$ cat src/rtl/pattern_seq_pkg.sv
// Shared constants and state encoding for the pattern sequence controller.
package pattern_seq_pkg;
  localparam int WIDTH_DEF = 16;
  localparam int LEN_W     = 5;

  typedef enum logic [2:0] {
    S_IDLE  = 3'd0,
    S_LOAD  = 3'd1,
    S_SHIFT = 3'd2,
    S_DRAIN = 3'd3,
    S_DONE  = 3'd4
  } state_e;
endpackage

$ cat src/rtl/pattern_sequence_controller_sat_counter.sv
// Saturating up-counter with synchronous clear; clear wins over inc.
module sat_counter #(
  parameter int CNT_W = 8
) (
  input  logic             clock,
  input  logic             reset,
  input  logic             clear,
  input  logic             inc,
  output logic [CNT_W-1:0] count
);
  logic [CNT_W-1:0] count_q, count_d;

  // next count: clear, or step unless already at all-ones
  always_comb begin
    count_d = count_q;
    if (clear)                  count_d = '0;
    else if (inc && ~&count_q)  count_d = count_q + 1'b1;
  end

  // count register
  always_ff @(posedge clock or posedge reset) begin
    if (reset) count_q <= '0;
    else       count_q <= count_d;
  end

  assign count = count_q;
endmodule

$ cat src/rtl/pattern_sequence_controller.sv
// Pattern sequence controller: captures a stimulus word, shifts it out
// LSB-first one bit per tick, and counts Moore/Mealy detections sampled the
// cycle after each shift.
// Optional build macro PATTERN_SEQ_LOOP_EN: DONE re-enters LOAD forever
// (busy held high, start ignored after the first pass) until reset.
module pattern_sequence_controller
  import pattern_seq_pkg::*;
#(
  parameter int WIDTH = WIDTH_DEF,
  parameter int CNT_W = 8
) (
  input  logic             clock,
  input  logic             reset,
  input  logic             tick,
  input  logic             start,
  input  logic [WIDTH-1:0] pattern,
  input  logic [LEN_W-1:0] length,
  output logic             shift_en,
  output logic             shift_in,
  input  logic             detect_moore,
  input  logic             detect_mealy,
  output logic             busy,
  output logic             done,
  output logic [LEN_W-1:0] bit_index,
  output logic [CNT_W-1:0] moore_count,
  output logic [CNT_W-1:0] mealy_count
);
  state_e           state_q, state_d;
  logic [WIDTH-1:0] pat_q, pat_d;
  logic [LEN_W-1:0] len_q, len_d;
  logic [LEN_W-1:0] idx_q, idx_d;
  logic             samp_q;
  logic             cnt_clr;
  logic [LEN_W-1:0] eff_len;

  // 0 and anything above WIDTH both mean a full-width sequence
  assign eff_len = (length == '0 || int'(length) > WIDTH) ? LEN_W'(WIDTH) : length;

  // next-state, datapath updates and strobes
  always_comb begin
    state_d  = state_q;
    pat_d    = pat_q;
    len_d    = len_q;
    idx_d    = idx_q;
    shift_en = 1'b0;
    cnt_clr  = 1'b0;
    case (state_q)
      S_IDLE:  if (start) state_d = S_LOAD;
      S_LOAD: begin
        pat_d   = pattern;
        len_d   = eff_len;
        idx_d   = '0;
        cnt_clr = 1'b1;
        state_d = S_SHIFT;
      end
      S_SHIFT: if (tick) begin
        shift_en = 1'b1;
        pat_d    = pat_q >> 1;
        idx_d    = idx_q + 1'b1;
        if (idx_q + 1'b1 == len_q) state_d = S_DRAIN;
      end
      S_DRAIN: state_d = S_DONE;
`ifdef PATTERN_SEQ_LOOP_EN
      S_DONE:  state_d = S_LOAD;
`else
      S_DONE:  state_d = S_IDLE;
`endif
      default: state_d = S_IDLE;
    endcase
  end

  // state, pattern, length, bit counter and detection sample-delay flop
  always_ff @(posedge clock or posedge reset) begin
    if (reset) begin
      state_q <= S_IDLE;
      pat_q   <= '0;
      len_q   <= '0;
      idx_q   <= '0;
      samp_q  <= 1'b0;
    end else begin
      state_q <= state_d;
      pat_q   <= pat_d;
      len_q   <= len_d;
      idx_q   <= idx_d;
      samp_q  <= shift_en;
    end
  end

  assign shift_in  = shift_en & pat_q[0];
  assign done      = (state_q == S_DONE);
  assign bit_index = idx_q;
`ifdef PATTERN_SEQ_LOOP_EN
  assign busy = (state_q != S_IDLE);
`else
  assign busy = (state_q == S_LOAD) || (state_q == S_SHIFT) || (state_q == S_DRAIN);
`endif

  sat_counter #(.CNT_W(CNT_W)) u_moore_cnt (
    .clock(clock), .reset(reset), .clear(cnt_clr),
    .inc(samp_q & detect_moore), .count(moore_count)
  );

  sat_counter #(.CNT_W(CNT_W)) u_mealy_cnt (
    .clock(clock), .reset(reset), .clear(cnt_clr),
    .inc(samp_q & detect_mealy), .count(mealy_count)
  );
endmodule

$ cat config.mk
export PLATFORM = sky130hd
export DESIGN_NAME = pattern_sequence_controller
export DESIGN_NICKNAME = d
export VERILOG_FILES = /design/src/rtl/pattern_seq_pkg.sv /design/src/rtl/pattern_sequence_controller_sat_counter.sv /design/src/rtl/pattern_sequence_controller.sv
export SDC_FILE = /design/constraint.sdc
export NUM_CORES = 1
export LEC_CHECK = 0
export BUFFER_PORTS_ARGS = -buffer_cell sky130_fd_sc_hd__clkbuf_2
export CELL_PAD_IN_SITES_DETAIL_PLACEMENT = 0
export CELL_PAD_IN_SITES_GLOBAL_PLACEMENT = 1
export CORE_UTILIZATION = 45
export DETAILED_ROUTE_END_ITERATION = 10
export GPL_TIMING_DRIVEN = 0
export HOLD_SLACK_MARGIN = 0.12
export PLACE_DENSITY = 0.87
export SLEW_MARGIN = 20
export SYNTH_ARGS = -nofsm -noshare
export SYNTH_HDL_FRONTEND = slang
export SYNTH_HIERARCHICAL = 1
export SYNTH_SLANG_ARGS = --single-unit
$ cat constraint.sdc
create_clock -name clock -period 3 [get_ports clock]
set_input_delay 0.15 -clock clock [delete_from_list [all_inputs] [get_ports clock]]
set_output_delay 0.15 -clock clock [all_outputs]
set_load 0.01 [all_outputs]
After elaboration in Yosys (flattened, before gate mapping)
Index checks and enable logic that the tools add are counted.
Cells by class
  $add $sub $neg: 3
  magnitude comparators: 1
  eq/ne operators: 8
  multiplexer cells: 16
  bitwise operators: 3
  reductions and logical operators: 16
Operators with widths (count)
  two-way mux 8 bit: 4
  case mux 16 bit (2 select lines): 1
  adder 8 x 1 -> 8 bit (second input constant): 2
  two-way mux 16 bit: 1
  AND reduction 8 bit: 2
  case mux 3 bit (4 select lines): 1
  two-way mux 5 bit: 2
  case mux 5 bit (2 select lines): 1
  two-way mux 3 bit: 3
  equality test 3 x 2 -> 1 bit (second input constant): 2
  inequality test 2 bit (second input constant): 3
  nonzero test 2 bit: 3
  adder 5 x 1 -> 5 bit (second input constant): 1
  equality test 5 bit: 1
  > comparator 5 bit (second input constant): 1
  logical NOT 5 bit: 1
  bitwise AND 1 bit: 3
  equality test 3 x 1 -> 1 bit (second input constant): 1
  equality test 3 bit (second input constant): 1
  logical NOT 3 bit: 1
  logical OR 1 bit: 3
  two-way mux 1 bit: 3
  AND reduction 3 bit: 1
  logical AND 1 bit: 2
  other kinds (2): 3
Word-level totals
  bits in registers: 46
  bits of input ports: 27
  output and inout bits: 25
  word-level logic and storage cells: 54

Longest topological paths before layout
  depth after elaboration: 5
  gate-level depth with buffers: 6
  mapped depth without buffers: 5

Hierarchy
The synthesis kept the hierarchy.
Modules (own cells, without submodules)
  pattern_sequence_controller: times used 1, cells each 144, area each 1508.9 µm²
  sat_counter: times used 2, cells each 44, area each 437.9 µm²

Worst setup path before layout
OpenSTA, ideal clock, no wires.
  path kind: reg-to-reg
  start point: register u_mealy_cnt.count_q[0] (netlist: u_mealy_cnt/count[0])
  end point: register u_mealy_cnt.count_q[7] (netlist: u_mealy_cnt/count[7])
  setup time: 0.077 ns
  arrival time: 1.503 ns
  data required time: 2.923 ns
  setup slack: 1.419 ns
  cell stages (with the launch flop): 5
  cells stage by stage: dfrtp_1 > ha_1 > and4_4 > or4_1 > a21oi_1
Between the ends
  word-level cells in the longest chain between the ends: 4
  elaborated cells between the ends (all ways): 7
  classes of those cells: add/sub: 1; mux: 2; reduce/logical: 4
Ends and longest elaborated chain
  from (decl): RTL line pattern_sequence_controller_sat_counter.sv:11  | logic [CNT_W-1:0] count_q, count_d;
  from (signal assigned): RTL line pattern_sequence_controller_sat_counter.sv:23  | else count_q <= count_d;
  branches (longest 4 deep; another with adder 8 x 1 -> 8 bit)
Several ways; the timed one is not identified. The select of a mux whose other input is x is not followed.
A chain may end at the register's enable or synchronous reset.

Worst setup path in the final report
  start point: register state_q[2]
  end point: output shift_in
Between the ends
  word-level cells in the longest chain between the ends: 3
Ends and longest elaborated chain
  from (decl): RTL line pattern_sequence_controller.sv:28  | state_e state_q, state_d;
  from (signal assigned): RTL line pattern_sequence_controller.sv:81  | state_q <= state_d;
  equality test 3 x 2 -> 1 bit: RTL line pattern_sequence_controller.sv:47  | case (state_q)
  two-way mux 1 bit: RTL line pattern_sequence_controller.sv:47
  bitwise AND 1 bit: RTL line pattern_sequence_controller.sv:89  | assign shift_in = shift_en & pat_q[0];
  to (decl): RTL line pattern_sequence_controller.sv:19  | output logic shift_in,
No other way between the ends.

==> impl_metrics.tcl <==
set metrics [dict create \
    status "finished clean" \
    finalInstanceArea_mm2 0.00287 \
    endpoint_kind "primary output" \
    coreArea_mm2 0.00511 \
    ys_ff_latch 46 \
    io_buffers 51 \
    diodes 0 \
    synthesis.area_mm2 0.00238 \
    die_y_um 74.8 \
    fin_tns_setup_ns 0 \
    grt_usage 0.198 \
    cts_buffers 5 \
    combPwrFrac 0.408 \
    wl_um 4780 \
    swShare 0.367 \
    p_sw_uw 815 \
    routedWlPerCell_um 13.1 \
    dp.cells 353 \
    grt_pass1_vias 1807 \
    synthFlopType "dfrtp_1" \
    internal_power_uw 1410 \
    utilization 0.562 \
    dpl_cell_area_mm2 0.00273 \
    ys_top_cells_by_area "dfrtp_1, mux2i_1, nand2_1" \
    postRouteAntennaNets 0 \
    cts_hold_buf 6 \
    vias 1905 \
    drt_iter0_markers 61 \
    start_kind "flop" \
    p_per_area_mw_per_mm2 775 \
    worstMarginPinSlew_ns 0.641 \
    r2r_slack_ns 1.35 \
    period_minus_slack_ns 1.74 \
    place_hpwl_um 3500 \
    ys_seq_area_frac 0.483 \
    synth_cell_types 44 \
    grt_pass1_wl_um 8330 \
    synth_top_area_share 0.483 \
    initial_core_util 0.467 \
    cts-root-buf "clkbuf_8" \
    rows 26 \
    netlist.top_cell.by_area "dfrtp_1" \
    hold_viol 0 \
    ctsHtreeMaxLevel 2 \
    antenna_found_initial 0 \
    grt_max_degree 31 \
    cts_buffer_depth 2 \
    clk_pin_slew_worst_paths_ns 0.08 \
    synth_edf_count 0 \
    synth.yosys.warnings 6 \
    rsz0062_at_grt "no" \
    synth.avg_cell_area_um2 10.3 \
    route.detailed.drc 0 \
    p_leak_uw 0.00137 \
    syn_to_final_growth_pct 20.4 \
    gp_congestion 0.777 \
    layout.nets 327 \
    share_seq_of_total_power 0.424 \
    clk_latency_ns 0.29 \
    max_freq_mhz 574 \
    critPathKind "flop to primary output" \
    total_power_uw 2220 \
    clock-sinks 46 \
    setup_viol 0 \
    drv_slew 0 \
    postCtsSetupRepairBufs 0 \
    path_max_fanout 8 \
    grt_overflow 0 \
    drive_gt1_frac 0.258 \
    hp-class "input pin to flop" \
    syn_nets 263 \
    io_pins 52 \
    clock_skew_ns 0.00580 \
    async_reset_ff_frac 1.00 \
    final_cell_count_no_fill 365 \
    postCtsResizedCells 0 \
    fp.dieW_um 74.8 \
    vdd_drop_max_mv 0.394 \
    first_pass_iters 6 \
    crit_required_ns 2.85 \
    cap_violations 0 \
    arrival_ns 1.59 \
    power.share.clock 0.168 \
    die-area_mm2 0.00559 \
    slew_headroom 0.572 \
    syn_inst 232 \
    drt-vias-per-instance 5.22 \
    cts_tree "built" \
    finalCritPeriodShare 0.581 \
]
==> routing by layer <==
metal  vias up  part of all wire  GRT usage  wire [um]
li1        956                 -          -          -
met1       893              0.48      0.274       2290
met2        49              0.46      0.320       2220
met3         7             0.046     0.0361        221
met4         0             0.012     0.0566         57
met5         -                 0          0          0
==> layout make-up <==
| class | instances | area (um^2) |
|---|---|---|
| Tap cell | 70 | 87.6 |
| Buffer | 8 | 75.1 |
| Inverter | 10 | 38.8 |
| Timing Repair Buffer | 57 | 315 |
| Multi-Input combinational cell | 168 | 1120 |
| Clock buffer | 6 | 82.6 |
| Sequential cell | 46 | 1150 |
| Fill cell | 472 | 2240 |
==> logic make-up (layout without fill, tap and decap cells) <==
family	count (synthesis)	in the layout	share of synthesized area
muxes	19	19	0.0808
buffers and inverters	18	81	0.0477
DFF	46	46	0.483
adders and majority gates	4	4	0.0210
AOI/OAI and AO/OA	50	50	0.124
xor gates and xnor gates	8	8	0.0294
and+or+nand+nor	87	87	0.214
==> worst paths after layout <==
check,depth (start not counted),endpoint,startpoint
setup / recovery,4,shift_in,state_q[2]
hold / removal,3,pat_q[1],pattern[1]
setup reg to reg,5,u_moore_cnt/count[0],state_q[2]
hold reg to reg,2,pat_q[2],pat_q[2]
max in group asynchronous,3,state_q[1],reset
min in group asynchronous,3,u_mealy_cnt/count[1],reset
==> Yosys cell counts (3+ instances only) <==
| cell | instances |
|---|---|
| dfrtp_1 | 46 |
| nand2_1 | 27 |
| mux2i_1 | 17 |
| o21ai_1 | 14 |
| o21ai_0 | 11 |
| a21oi_1 | 8 |
| inv_1 | 8 |
| nand2b_1 | 8 |
| nor3_1 | 8 |
| nor2_1 | 6 |
| xnor2_1 | 6 |
| and2_1 | 5 |
| a211oi_1 | 4 |
| and3_1 | 4 |
| ha_1 | 4 |
| nand3_1 | 4 |
| o31ai_1 | 4 |
| buf_4 | 3 |
| buf_6 | 3 |
| nand4_1 | 3 |
| nor3b_1 | 3 |
| or4_1 | 3 |
==> stage by stage <==
stage | hold WS, ns | setup slack, ns
2_1_floorplan | -0.0343 | 1.42
3_3_place_gp | 0.135 | 1.38
3_5_place_dp | 0.142 | 1.35
4_1_cts | 0.123 | 1.24
5_1_grt | 0.136 | 1.15
6_report | 0.128 | 1.26
==> state kept, by name, summed over array words and instances (netlist names) <==
signal,count
u_mealy_cnt/count,8
len_q,5
bit_index,5
samp_q,1
u_moore_cnt/count,8
pat_q,16
state_q,3
==> power groups by stage <==
stage / sequential [uW] / combinational (uW) / clock, uW
finish: 943 / 907 / 373
global route: 972 / 1030 / 410
CTS: 944 / 922 / 390
detailed placement: 955 / 917 / 0
global placement: 946 / 890 / 0
floorplan: 936 / 696 / 0
==> cell usage in the layout (no fill, tap or decap), types with 3 or more instances in the layout <==
cell	instances
clkbuf_2	51
dfrtp_1	46
nand2_1	27
mux2i_1	17
o21ai_1	14
o21ai_0	11
nand2b_1	8
a21oi_1	8
nor3_1	8
inv_1	7
nor2_1	6
xnor2_1	6
clkbuf_8	6
dlygate4sd3_1	6
and2_1	5
nand3_1	4
o31ai_1	4
ha_1	4
and3_1	4
a211oi_1	4
buf_6	3
nor3b_1	3
buf_4	3
or4_1	3
nand4_1	3
==> critical path, stage by stage (launching register included) <==
cell and delay, ns:
dfrtp_1 0.45, nand4bb_2 0.34, inv_2 0.22, and2_1 0.16
clkbuf_2 0.13
(Power assumes the default switching activity.)
